--- src/rtl/dut_seq_pkg.sv ---
// Shared types and widths for the vector sequencer.
package dut_seq_pkg;

   localparam int unsigned VEC_W    = 20;
   localparam int unsigned RES_W    = 10;
   localparam int unsigned SETTLE_W = 4;

   typedef enum logic [2:0] {
      S_IDLE,
      S_FETCH,
      S_APPLY,
      S_SETTLE,
      S_CAPTURE,
      S_DONE
   } state_t;

endpackage

--- src/rtl/dut_seq_settle_timer.sv ---
// Settle-time down counter: loaded with SETTLE_CYCLES, decremented while settling.
module dut_seq_settle_timer
   import dut_seq_pkg::*;
#(
   parameter int unsigned SETTLE_CYCLES = 2
) (
   input  logic i_clk,
   input  logic i_rst_n,
   input  logic i_load,
   input  logic i_dec,
   output logic o_zero
);

   logic [SETTLE_W-1:0] r_cnt;

   always_ff @(posedge i_clk or negedge i_rst_n) begin
      if (!i_rst_n) begin
         r_cnt <= '0;
      end else if (i_load) begin
         r_cnt <= SETTLE_W'(SETTLE_CYCLES);
      end else if (i_dec && (r_cnt != '0)) begin
         r_cnt <= r_cnt - 1'b1;
      end
   end

   // Flags the decrement that brings the count to zero, so the dwell is exactly SETTLE_CYCLES.
   assign o_zero = (r_cnt == SETTLE_W'(1));

endmodule

--- src/rtl/dut_vector_sequencer.sv ---
// Applies stored vectors to reference/optimized netlists, logs ref results, flags mismatches.
// Optional mismatch statistics ports enabled by defining DUT_SEQ_MISMATCH_LOG_EN.
module dut_vector_sequencer
   import dut_seq_pkg::*;
#(
   parameter int unsigned ADDR_W        = 8,
   parameter int unsigned SETTLE_CYCLES = 2
) (
   input  logic              clk,
   input  logic              rst_n,
   input  logic              start,
   input  logic              abort,
   input  logic [ADDR_W:0]   num_vecs,
   output logic              vec_re,
   output logic [ADDR_W-1:0] vec_addr,
   input  logic [VEC_W-1:0]  vec_data,
   output logic [VEC_W-1:0]  dut_in,
   input  logic [RES_W-1:0]  ref_out,
   input  logic [RES_W-1:0]  opt_out,
   output logic              res_we,
   output logic [ADDR_W-1:0] res_addr,
   output logic [RES_W-1:0]  res_data,
   output logic              busy,
   output logic              done,
`ifdef DUT_SEQ_MISMATCH_LOG_EN
   output logic              pass,
   output logic [ADDR_W:0]   mismatch_cnt,
   output logic [ADDR_W-1:0] first_fail_addr,
   output logic              first_fail_valid
`else
   output logic              pass
`endif
);

   state_t              r_state;
   state_t              w_next;
   logic [ADDR_W-1:0]   r_idx;
   logic [ADDR_W:0]     r_num;
   logic [VEC_W-1:0]    r_dut_in;
   logic                r_pass;

   logic                w_accept;
   logic                w_active;
   logic                w_abort;
   logic                w_capture;
   logic                w_last_vec;
   logic                w_mismatch;
   logic                w_settle_zero;

   dut_seq_settle_timer #(
      .SETTLE_CYCLES (SETTLE_CYCLES)
   ) u_settle (
      .i_clk   (clk),
      .i_rst_n (rst_n),
      .i_load  (r_state == S_APPLY),
      .i_dec   (r_state == S_SETTLE),
      .o_zero  (w_settle_zero)
   );

   // DONE is already terminating, so abort only redirects the working states.
   assign w_active   = (r_state == S_FETCH) || (r_state == S_APPLY) ||
                       (r_state == S_SETTLE) || (r_state == S_CAPTURE);
   assign w_abort    = abort && w_active;
   assign w_accept   = (r_state == S_IDLE) && start;
   assign w_capture  = (r_state == S_CAPTURE) && !abort;
   assign w_last_vec = ({1'b0, r_idx} == (r_num - 1'b1));
   assign w_mismatch = (ref_out != opt_out);

   always_comb begin
      w_next = r_state;
      unique case (r_state)
         S_IDLE:    if (start) w_next = (num_vecs == '0) ? S_DONE : S_FETCH;
         S_FETCH:   w_next = S_APPLY;
         S_APPLY:   w_next = S_SETTLE;
         S_SETTLE:  if (w_settle_zero) w_next = S_CAPTURE;
         S_CAPTURE: w_next = w_last_vec ? S_DONE : S_FETCH;
         S_DONE:    w_next = S_IDLE;
         default:   w_next = S_IDLE;
      endcase
      if (w_abort) w_next = S_DONE;
   end

   always_ff @(posedge clk or negedge rst_n) begin
      if (!rst_n) begin
         r_state  <= S_IDLE;
         r_idx    <= '0;
         r_num    <= '0;
         r_dut_in <= '0;
         r_pass   <= 1'b0;
      end else begin
         r_state <= w_next;
         if (w_accept) begin
            r_idx  <= '0;
            r_num  <= num_vecs;
            r_pass <= 1'b1;
         end
         if ((r_state == S_APPLY) && !abort) r_dut_in <= vec_data;
         if (w_capture && w_mismatch) r_pass <= 1'b0;
         if (w_capture && !w_last_vec) r_idx <= r_idx + 1'b1;
         if (w_abort) r_pass <= 1'b0;
      end
   end

`ifdef DUT_SEQ_MISMATCH_LOG_EN
   logic [ADDR_W:0]   r_mm_cnt;
   logic [ADDR_W-1:0] r_ff_addr;
   logic              r_ff_valid;

   always_ff @(posedge clk or negedge rst_n) begin
      if (!rst_n) begin
         r_mm_cnt   <= '0;
         r_ff_addr  <= '0;
         r_ff_valid <= 1'b0;
      end else if (w_accept) begin
         r_mm_cnt   <= '0;
         r_ff_addr  <= '0;
         r_ff_valid <= 1'b0;
      end else if (w_capture && w_mismatch) begin
         if (r_mm_cnt != '1) r_mm_cnt <= r_mm_cnt + 1'b1;
         if (!r_ff_valid) begin
            r_ff_addr  <= r_idx;
            r_ff_valid <= 1'b1;
         end
      end
   end

   assign mismatch_cnt     = r_mm_cnt;
   assign first_fail_addr  = r_ff_addr;
   assign first_fail_valid = r_ff_valid;
`endif

   assign vec_re   = (r_state == S_FETCH);
   assign vec_addr = r_idx;
   assign dut_in   = r_dut_in;
   assign res_we   = w_capture;
   assign res_addr = r_idx;
   assign res_data = ref_out;
   assign busy     = (r_state != S_IDLE);
   assign done     = (r_state == S_DONE);
   assign pass     = r_pass;

endmodule
--- config.mk ---
export PLATFORM = sky130hd
export DESIGN_NAME = dut_vector_sequencer
export DESIGN_NICKNAME = d
export VERILOG_FILES = /design/src/rtl/dut_seq_pkg.sv /design/src/rtl/dut_seq_settle_timer.sv /design/src/rtl/dut_vector_sequencer.sv
export SDC_FILE = /design/constraint.sdc
export NUM_CORES = 1
export LEC_CHECK = 0
export CORE_MARGIN = 1
export CORE_UTILIZATION = 47
export CTS_BUF_LIST = sky130_fd_sc_hd__clkbuf_16
export CTS_CLUSTER_DIAMETER = 60
export DETAILED_ROUTE_END_ITERATION = 8
export GPL_TIMING_DRIVEN = 1
export PLACE_DENSITY_LB_ADDON = 0.12
export SETUP_SLACK_MARGIN = 0.5
export SKIP_CTS_REPAIR_TIMING = 1
export SLEW_MARGIN = 30
export SYNTH_ARGS = -nofsm -noshare
export SYNTH_HDL_FRONTEND = slang
export SYNTH_SLANG_ARGS = --single-unit
--- constraint.sdc ---
create_clock -name clk -period 4.9 [get_ports clk]
set_input_delay 1.47 -clock clk [delete_from_list [all_inputs] [get_ports clk]]
set_output_delay 1.47 -clock clk [all_outputs]
set_load 0.03 [all_outputs]
==> qor.txt <==
status - finished, final reports clean
Die ar. - 5920 µm²
fraction of synthesized area in multiplexers - 12.5%
reg-to-reg endpoint - res_addr[1]$_DFFE_PN0P_
DP HPWL - 4310 µm
Synth Area per Inst - 10.4 µm²
H-tree levels - 2
placed insts - 402
crit path capture type - output pin
ys flop type - dfrtp_1
Core Area - 5270 µm²
syn_nets - 310
Initial Util - 50.1%
Max Slew Vio Count - 0
slowest stage delay, CP - 680 ps
post-DR wirelength/cell - 14.0 µm
# rows - 26
via count - 2,188
Max Cap Viol - 0
Worst VDD drop - 0.272 mV
ANT cells - 0
Worst Setup Slack, final - 787 ps
GR Util All Layers - 21.2%
layout cells sized above 1 - 14.1%
RSZ-0062 raised after global routing - no
Post-Synth Simple-Gate Area - 15.6%
DR WL met2 - 2840 µm
GR Overflow Total - 0
synthesized area - 2640 µm²
# DRC - 0
Startpoint Class - primary input
min Tclk post-route - 4110 ps
clock skew - 2.53 ps
Final Core Density - 71.6%
sequential fraction of the synthesis area - 42.7%
worst slew pin tran - 603 ps
WS Path Type - in2out
critical path required time - 3430 ps
vias in the first global route - 2,121
IO buf count - 103
most used cell, CP - clkdlybuf4s50_1
Layout Cells excl Fill - 410
crit-path max FO - 2
Post-Syn Instances - 253
first-pass GRT wire length - 10,000 µm
Worst Path Arrival - 2640 ps
IO Pins - 104
CP Depth - 2
die width - 76.9 µm
final wirelength - 5750 µm
Power Dens Cells - 567 nW/µm²
share of synthesized registers carrying an async set or reset - 100%
number of synthesized flops with an enable pin - 0
worst r2r path cells - 8
root buffer cell - clkbuf_16
setup TNS - 0 ps
CTS tree - done
R2R Setup Slk - 2300 ps
endpoints failing hold - 0
WHS - 505 ps
Yosys cell types - 54
Synth Warn # - 0
Sink Count - 45
Yosys reg bits - 45
wl on met1 - 2650 µm
LEAKAGE - 1.56 nW
worst setup path startpoint - ref_out[4]
Critical Path End - res_data[4]
Final setup viols - 0
largest net degree at the start of global routing - 46
routed length on met3 - 238 µm
ANT nets after route - 0
clock buffer depth - 2
delay-heaviest family, CP - buffers and inverters
HP Class - reg2reg
number of CTS-inserted buffers - 5
die span in y - 76.9 µm
Clock Latency Late Sink - 280 ps
fmax - 243 MHz
synthesized-area fraction occupied by adder cells - 1.90%
initial antenna violation count - 0
main combinational cell family by area after synthesis - simple AND/OR/NAND/NOR gates
max layer used - met4
crit path max-delay cell type - clkdlybuf4s50_1
Worst-path clk slew - 60 ps
Nets - 396
Slew HR - 59.8%
gpl congestion - 0.824
final critical-path share of the clock period - 83.9%
Synth Area in Compound Gates - 11.2%
xor and xnor area share after synthesis - 7.54%
DR vias/cell - 5.34
RR Startpoint - r_num[0]$_DFFE_PN0P_
Area Growth Syn to Fin - 43.0%
Placement Setup Slack - 486 ps
CP cell instances - clkdlybuf4s50_1 > clkdlybuf4s50_1
starting DRC count in detailed routing - 122
Buf/Inv on CP - 2
First-pass DRT Iterations - 4
## cell usage in the layout, fill, tap and decap left out, drive strengths merged, types with 4 or more instances in the layout
cell type,instances
dfrtp,45
o221ai,5
nor3,10
nand2,13
nand3,8
nor2,14
o21ai,7
inv,14
clkdlybuf4s50,101
ha,4
buf,4
mux2,28
xnor2,4
a21oi,7
clkbuf,5
nor4,5
xor2,16
## cell usage after synthesis (all sizes together) (2+ instances only)
cell / count / area, µm²
clkbuf: 6 / 22.5
nand2b: 3 / 18.8
a31oi: 2 / 12.5
nor4: 5 / 31.3
nor2b: 3 / 18.8
nor3: 10 / 50.1
o21ai: 7 / 35.0
a21o: 2 / 16.3
o211ai: 3 / 22.5
nand3: 8 / 40.0
nand3b: 3 / 22.5
nand4: 2 / 12.5
nor4b: 2 / 23.8
nor3b: 2 / 15.0
a21oi: 7 / 35.0
and3: 3 / 18.8
nand2: 13 / 56.3
or3: 3 / 18.8
dfrtp: 45 / 1130
ha: 4 / 50.1
o32ai: 2 / 17.5
mux2: 28 / 319
o221ai: 5 / 61.3
xnor2: 4 / 35.0
xor2: 16 / 140
inv: 13 / 48.8
nor2: 14 / 52.6
buf: 21 / 155
## state kept, by name (all words and copies together) (netlist names)
| name | count |
|---|---|
| res_addr | 8 |
| u_settle.r_cnt | 4 |
| r_num | 9 |
| dut_in | 20 |
| r_state | 3 |
| pass | 1 |
## logic make-up after synthesis
kind of cell | Yosys count
flip-flops | 45
AND/OR/NAND/NOR | 75
multiplexers | 29
AO/OA/AOI/OAI | 39
buffers and inverters | 40
adder cells (fa/ha/maj) | 4
XOR/XNOR | 21
## per-stage QoR
stage | total power, mW | area (µm²)
floorplan | 1.40 | 2640
global placement | 1.75 | 3600
detailed placement | 1.77 | 3600
CTS | 2.16 | 3770
global route | 2.28 | 3770
finish | 2.14 | 3770
## power by group
| part | total (mW) | internal, mW | leakage, nW | switching (mW) |
|---|---|---|---|---|
| clock | 0.374 | 0.239 | 0.0852 | 0.134 |
| sequential | 0.696 | 0.528 | 0.561 | 0.169 |
| combinational | 1.07 | 0.519 | 0.911 | 0.551 |
| total | 2.14 | 1.29 | 1.56 | 0.854 |
## how the worst min path moves through the flow
stage / startpoint / to / slack (ps) / cells past startpoint
final: dut_in[8]$_DFFE_PN0P_ / dut_in[8]$_DFFE_PN0P_ / 500 / 1
after global routing: dut_in[8]$_DFFE_PN0P_ / dut_in[8]$_DFFE_PN0P_ / 520 / 1
after floorplan: u_settle.r_cnt[3]$_DFFE_PN0P_ / u_settle.r_cnt[3]$_DFFE_PN0P_ / 510 / 2
after CTS: dut_in[0]$_DFFE_PN0P_ / dut_in[0]$_DFFE_PN0P_ / 510 / 1
after global placement: dut_in[4]$_DFFE_PN0P_ / dut_in[4]$_DFFE_PN0P_ / 490 / 1
after detailed placement: dut_in[0]$_DFFE_PN0P_ / dut_in[0]$_DFFE_PN0P_ / 490 / 1
## per-layer routing
metal / vias up / global-route usage, %
li1: 1074 / -
met1: 1053 / 27.8
met3: 2 / 3.81
met2: 59 / 36.3
met4: 0 / 4.62
met5: - / 0
## layout make-up
cell class,count,area (µm²)
fillers,434,1500
multi-input cells,168,1290
flip-flops and latches,45,1130
repair buffers,106,1050
clock buffers,5,125
well taps,70,87.6
inverters,13,48.8
clock inverters,3,42.5
Power figures use the tool's default switching activity.
